`config.mk`:
```
export PLATFORM = sky130hd
export DESIGN_NAME = mod_counter_param
export DESIGN_NICKNAME = d
export VERILOG_FILES = /design/src/rtl/counter_pkg.sv /design/src/rtl/mod_counter_param.sv
export SDC_FILE = /design/constraint.sdc
export NUM_CORES = 1
export LEC_CHECK = 0
export CORE_MARGIN = 2
export CORE_UTILIZATION = 40
export DETAILED_ROUTE_END_ITERATION = 8
export MAX_ROUTING_LAYER = met4
export PLACE_DENSITY = 0.73
export SYNTH_ARGS = -nofsm -noshare
export SYNTH_HDL_FRONTEND = slang
export SYNTH_SLANG_ARGS = --single-unit
```
`constraint.sdc`:
```
create_clock -name clk -period 1.5 [get_ports clk]
set_input_delay 0.225 -clock clk [delete_from_list [all_inputs] [get_ports clk]]
set_output_delay 0.225 -clock clk [all_outputs]
set_load 0.05 [all_outputs]
```
`src/rtl/counter_pkg.sv`:
```
// Shared encodings for the counter family: boundary behaviour selected by MODE.
package counter_pkg;

   localparam int MODE_WRAP = 0;
   localparam int MODE_SAT  = 1;

endpackage : counter_pkg

```
`src/rtl/mod_counter_param.sv`:
```
// Up/down modulo counter with runtime terminal value, parallel load, synchronous
// clear and a sticky wrap flag; MODE picks wrap-around or saturation at the bounds.
module mod_counter_param
   import counter_pkg::*;
#(
   parameter int WIDTH = 4,
   parameter int MODE  = MODE_WRAP
) (
   input  logic             clk,
   input  logic             rst,
   input  logic             clr,
   input  logic             en,
   input  logic             down,
   input  logic             load,
   input  logic [WIDTH-1:0] loadVal,
   input  logic [WIDTH-1:0] limit,
   output logic [WIDTH-1:0] valOut,
   output logic             zero,
   output logic             tc,
   output logic             wrapped
);

   localparam logic [WIDTH-1:0] ONE = WIDTH'(1);

   logic             at_top;
   logic             at_bot;
   logic             at_bound;
   logic [WIDTH-1:0] load_clamped;
   logic [WIDTH-1:0] nxt_val;
   logic             nxt_wrap;

   // ">=" rather than "==" so a limit lowered below the count still hits the boundary.
   assign at_top       = (valOut >= limit);
   assign at_bot       = (valOut == '0);
   assign at_bound     = down ? at_bot : at_top;
   assign load_clamped = (loadVal > limit) ? limit : loadVal;

   assign zero = at_bot;
   assign tc   = en & ~clr & ~load & at_bound;

   always_comb begin
      nxt_val  = valOut;
      nxt_wrap = wrapped;
      if (clr) begin
         nxt_val  = '0;
         nxt_wrap = 1'b0;
      end else if (load) begin
         nxt_val = load_clamped;
      end else if (en) begin
         if (!down) begin
            if (at_top) begin
               if (MODE == MODE_SAT) begin
                  nxt_val = limit;
               end else begin
                  nxt_val  = '0;
                  nxt_wrap = 1'b1;
               end
            end else begin
               nxt_val = valOut + ONE;
            end
         end else begin
            // Decrement is unconditional above zero, even when the count exceeds limit.
            if (at_bot) begin
               if (MODE != MODE_SAT) begin
                  nxt_val  = limit;
                  nxt_wrap = 1'b1;
               end
            end else begin
               nxt_val = valOut - ONE;
            end
         end
      end
   end

   always_ff @(posedge clk or posedge rst) begin
      if (rst) begin
         valOut  <= '0;
         wrapped <= 1'b0;
      end else begin
         valOut  <= nxt_val;
         wrapped <= nxt_wrap;
      end
   end

endmodule : mod_counter_param

```
# ---- After elaboration in Yosys (flattened, before gate mapping)
# Cells that the tools add are included.
dict set report classes {
  add_sub_neg 2
  n_lt_le_gt_ge 2
  eq_ne 2
  muxes 14
  n_bitwise 5
  reduce_logical 5
}
# operator count
set ops {}
lappend ops {{$mux W4} 7}
lappend ops {{$mux W1} 7}
lappend ops {{$reduce_bool A3 Y1} 2}
lappend ops {{$add A4 B1 Y4 const B} 1}
lappend ops {{$ge A4 B4 Y1} 1}
lappend ops {{$gt A4 B4 Y1} 1}
lappend ops {{$logic_not A4 Y1} 1}
lappend ops {{$reduce_and A4 Y1} 1}
lappend ops {{$sub A4 B1 Y4 const B} 1}
lappend ops {{$and A1 B1 Y1} 3}
lappend ops {{$ne A3 B2 Y1 const B} 1}
lappend ops {{$ne A2 B2 Y1 const B} 1}
lappend ops {{$not A1 Y1} 2}
lappend ops {{$reduce_bool A2 Y1} 1}
dict set report totals {
  register_bits 5
  input_bits 14
  elab_cells 32
}

# ---- Logic depth before layout (Yosys ltp)
dict set report depth {
  word_depth 6
  depth_mapped 7
  depth_no_buf 7
}

# ---- Worst setup path before layout
# No wires, ideal clock.
dict set report synth_path {
  path_kind {register to output}
  from {register valOut[0]}
  to {output port tc}
  arrival_time_ns 2.503
  required_ns 1.275
  slack_ns -1.228
  stages_incl_launch_ff 6
  cell_sequence {dfrtp_1 inv_1 ha_1 nor3b_4 a21oi_1 nor2_1}
}
dict set report synth_between {
  elab_chain_len 3
  word_cells_on_any_way 4
  cone_classes {order compare (1); mux (1); bitwise (1); reduce/logical (1)}
}
# element line
set synth_lines {}
lappend synth_lines {{start, declared} mod_counter_param.sv:17} ;# output logic [WIDTH-1:0] valOut,
lappend synth_lines {{start signal, assigned} mod_counter_param.sv:80} ;# valOut <= nxt_val;
lappend synth_lines {{$logic_not A4 Y1} mod_counter_param.sv:34} ;# assign at_bot = (valOut == '0);
lappend synth_lines {{net zero} mod_counter_param.sv:18} ;# output logic zero,
lappend synth_lines {{$mux W1} mod_counter_param.sv:35} ;# assign at_bound = down ? at_bot : at_top;
lappend synth_lines {{$and A1 B1 Y1} mod_counter_param.sv:39} ;# assign tc = en & ~clr & ~load & at_bound;
lappend synth_lines {{end, declared} mod_counter_param.sv:19} ;# output logic tc,
# The timed path passes the listed nets, and every way through them passes these cells.

# ---- Worst setup path in the final report
dict set report layout_path {
  from {register valOut[2]}
  to {output port tc}
}
dict set report layout_between {
  elab_chain_len 3
  word_cells_on_any_way 4
  cone_classes {order compare (1); mux (1); bitwise (1); reduce/logical (1)}
}
# element line
set layout_lines {}
lappend layout_lines {{$ge A4 B4 Y1 / $logic_not A4 Y1 (equally long branches)} {mod_counter_param.sv:33, mod_counter_param.sv:34}}
lappend layout_lines {{$mux W1 *} mod_counter_param.sv:35}
lappend layout_lines {{$and A1 B1 Y1 *} mod_counter_param.sv:39}
# Mark *: on every way between the ends. The rest lies on a longest branch, timed or not.

==> flow_summary.json <==
{
  "die-width_microns": 44.72,
  "gp_congestion": 0.8255,
  "root_buffer": "clkbuf_4",
  "ys_seq_elements": 5,
  "synth.top_cell.area_share_pct": 18.87,
  "final_cells": 140,
  "ys_seq_area_share_pct": 18.87,
  "min_path_type": "primary input to async pin",
  "ys_warn_count": 0,
  "dp.cells": 131,
  "tightestPinTransition_ps": 343.8,
  "violations": "setup timing",
  "syn_to_final_growth_pct": 97.55,
  "critical_path_class": "register to primary output",
  "fin_ws_ps": -489.2,
  "drv_slew": 0,
  "clock_skew_ps": 3.669,
  "placed_cell_area_sq_um": 1136,
  "wl_per_cell_microns": 17.99,
  "clk_pin_slew_ps": 50,
  "outcome": "complete, but fails checks",
  "yosys.area.top_type": "dfrtp_1",
  "holdWs_ps": 194.7,
  "fin_crit_sh_pct": 132.6,
  "initial_core_util_pct": 43.51,
  "core_area_sq_um": 1524,
  "first_global_vias": 850,
  "regToRegEndpoint": "valOut[3]$_DFFE_PP0P_",
  "viasPerCell": 5.850,
  "ys_top_cells_by_count": "ha_1, inv_1, dfrtp_1, nor2_1",
  "powerDensity_nw_per_um2": 747.8,
  "die_h_microns": 44.72,
  "antenna_cells": 0,
  "period_minus_slack_ps": 1989,
  "drive_above_1_share_pct": 57.26,
  "synth_nets": 98,
  "crit_chain": "ha_4, a21o_1, a31oi_4, o22ai_2, a21oi_2, nor2_4, buf_12",
  "htreeDepth": 1,
  "critPathBufInv": 1,
  "p_leak_nw": 0.6022,
  "critPathRequiredTime_ps": 1270,
  "ir_drop_uv": 493.5,
  "cp_max_fo": 2,
  "dp_slack_ps": -888.5,
  "dieArea_sq_um": 1999,
  "rows": 14,
  "finalHoldViolCount": 0,
  "overflow": 0,
  "rr_startpoint": "valOut[2]$_DFFE_PP0P_",
  "ff2ff_setup_slack_ps": -360,
  "async_reset_ff_share_pct": 100.0,
  "numClockSinks": 5,
  "port-buffer-count": 20,
  "setup_viol": 7,
  "hpwlAfterDp_microns": 1797,
  "grt_usage_pct": 27.66,
  "critPathCaptureType": "primary output",
  "crit_path_start_kind": "register",
  "arrival_ps": 1760,
  "syn_area_sq_um": 663.1,
  "final.fill_count": 75,
  "slew_headroom_pct": 76.90,
  "path_delay_family": "compound AO/OA/AOI/OAI gates",
  "postSynthCellCount": 74,
  "syn_area_per_cell_sq_um": 8.961,
  "cts_buffer_depth": 2,
  "utilization_pct": 85.96,
  "finalPower_uw": 979.6,
  "clock_latency_ps": 270,
  "ys_top_cells_by_area": "dfrtp_1, ha_1, inv_1",
  "reg2regPathDepth": 8,
  "synth_edf_count": 0,
  "cts_hold_buf": 0,
  "worst_path_largest_cell_delay_ps": 420,
  "vias": 819,
  "rsz0062_at_grt": "yes",
  "fmax_mhz": 502.7,
  "drt_wl_total_microns": 2519,
  "drc": 0,
  "num_io_pins": 21,
  "nets": 149,
  "slowest_stage": "dfrtp_2",
  "drt_iter0_markers": 37,
  "cts_tree": "yes",
  "drtAntennaViolNets": 0,
  "cap_violations": 0,
  "cts_buffers": 3,
  "dr.pass1.iters": 4,
  "final_cell_area_sq_um": 1310,
  "synth.distinct_cells": 33,
  "grt_pass1_wl_microns": 3822,
  "ys.flop_type": "dfrtp_1",
  "antenna_found_initial": 0,
  "finalSetupTns_ps": -2115,
  "grt_max_degree": 8
}
-- worst reg2reg max path, stage by stage (launching register included) --
cell and delay (ps):
dfrtp_2 420, ha_4 220, a21o_1 200, a31oi_4 140
o22ai_2 110, buf_4 150, buf_6 110, nor4_1 280
a221o_1 150
-- power by group --
group / internal, mW / switching, mW
Sequential: 0.150 / 0.0162
Combinational: 0.333 / 0.303
Clock: 0.102 / 0.0754
-- layer usage --
layer	wire, microns	vias up	share of wire (%)	GRT usage [%]
li1	-	377	-	-
met1	912	388	36	31.19
met2	1354	45	54	49.57
met3	165	9	6.6	2.400
met4	87	0	3.5	11.52
met5	0	-	0	-
-- worst max-delay path by stage --
| stage | slack (ps) | end | cells after the start | startpoint |
|---|---|---|---|---|
| final | -490 | tc | 7 | valOut[2]$_DFFE_PP0P_ |
| after global routing | -540 | tc | 7 | valOut[2]$_DFFE_PP0P_ |
| after CTS | -500 | tc | 7 | valOut[2]$_DFFE_PP0P_ |
| after detailed placement | -890 | valOut[2]$_DFFE_PP0P_ | 8 | limit[1] |
| after global placement | -800 | valOut[2]$_DFFE_PP0P_ | 8 | limit[1] |
| after floorplan | -610 | tc | 5 | valOut[0]$_DFFE_PP0P_ |
-- layout by cell type, fill, tap and decap left out, drive strengths merged --
cell type	n
buf	34
inv	11
ha	10
clkbuf	6
clkdlybuf4s50	5
nor2	5
dfrtp	5
dlygate4sd2	4
nand2	4
a21oi	4
mux2	4
nor3	3
a221o	3
nand2b	3
o211ai	3
mux2i	2
a31oi	2
o22ai	2
nor4	2
nor2b	1
and4	1
a21o	1
nor3b	1
nor4b	1
o21a	1
o31ai	1
a311oi	1
a2111oi	1
o211a	1
clkdlybuf4s15	1
dlymetal6s2s	1
-- cell families after synthesis --
group / synth area share [%]
buf+inv: 6.980
mux: 10.38
fa+ha+maj: 18.87
flops: 18.87
compound gates: 23.77
simple gates: 21.13
-- sequential cells by signal, indices dropped and copies added, names as in the netlist --
name	count
valOut	4
wrapped	1
-- layout make-up --
| class | count | area [sq um] | area share (%) |
|---|---|---|---|
| Clock buffer | 4 | 26.28 | 2.006 |
| Inverter | 11 | 43.79 | 3.343 |
| Multi-Input combinational cell | 57 | 635.6 | 48.52 |
| Sequential cell | 5 | 128.9 | 9.838 |
| Tap cell | 16 | 20.02 | 1.528 |
| Timing Repair Buffer | 47 | 455.4 | 34.77 |
-- timing repair --
action                                  4_1_cts  5_1_grt
endpoints found under the setup margin        7        7
buffers inserted                              2        5
resized for setup                            18       14
cloned                                        0        0
pin swaps                                    10       11
Power figures use the tool's default switching activity.
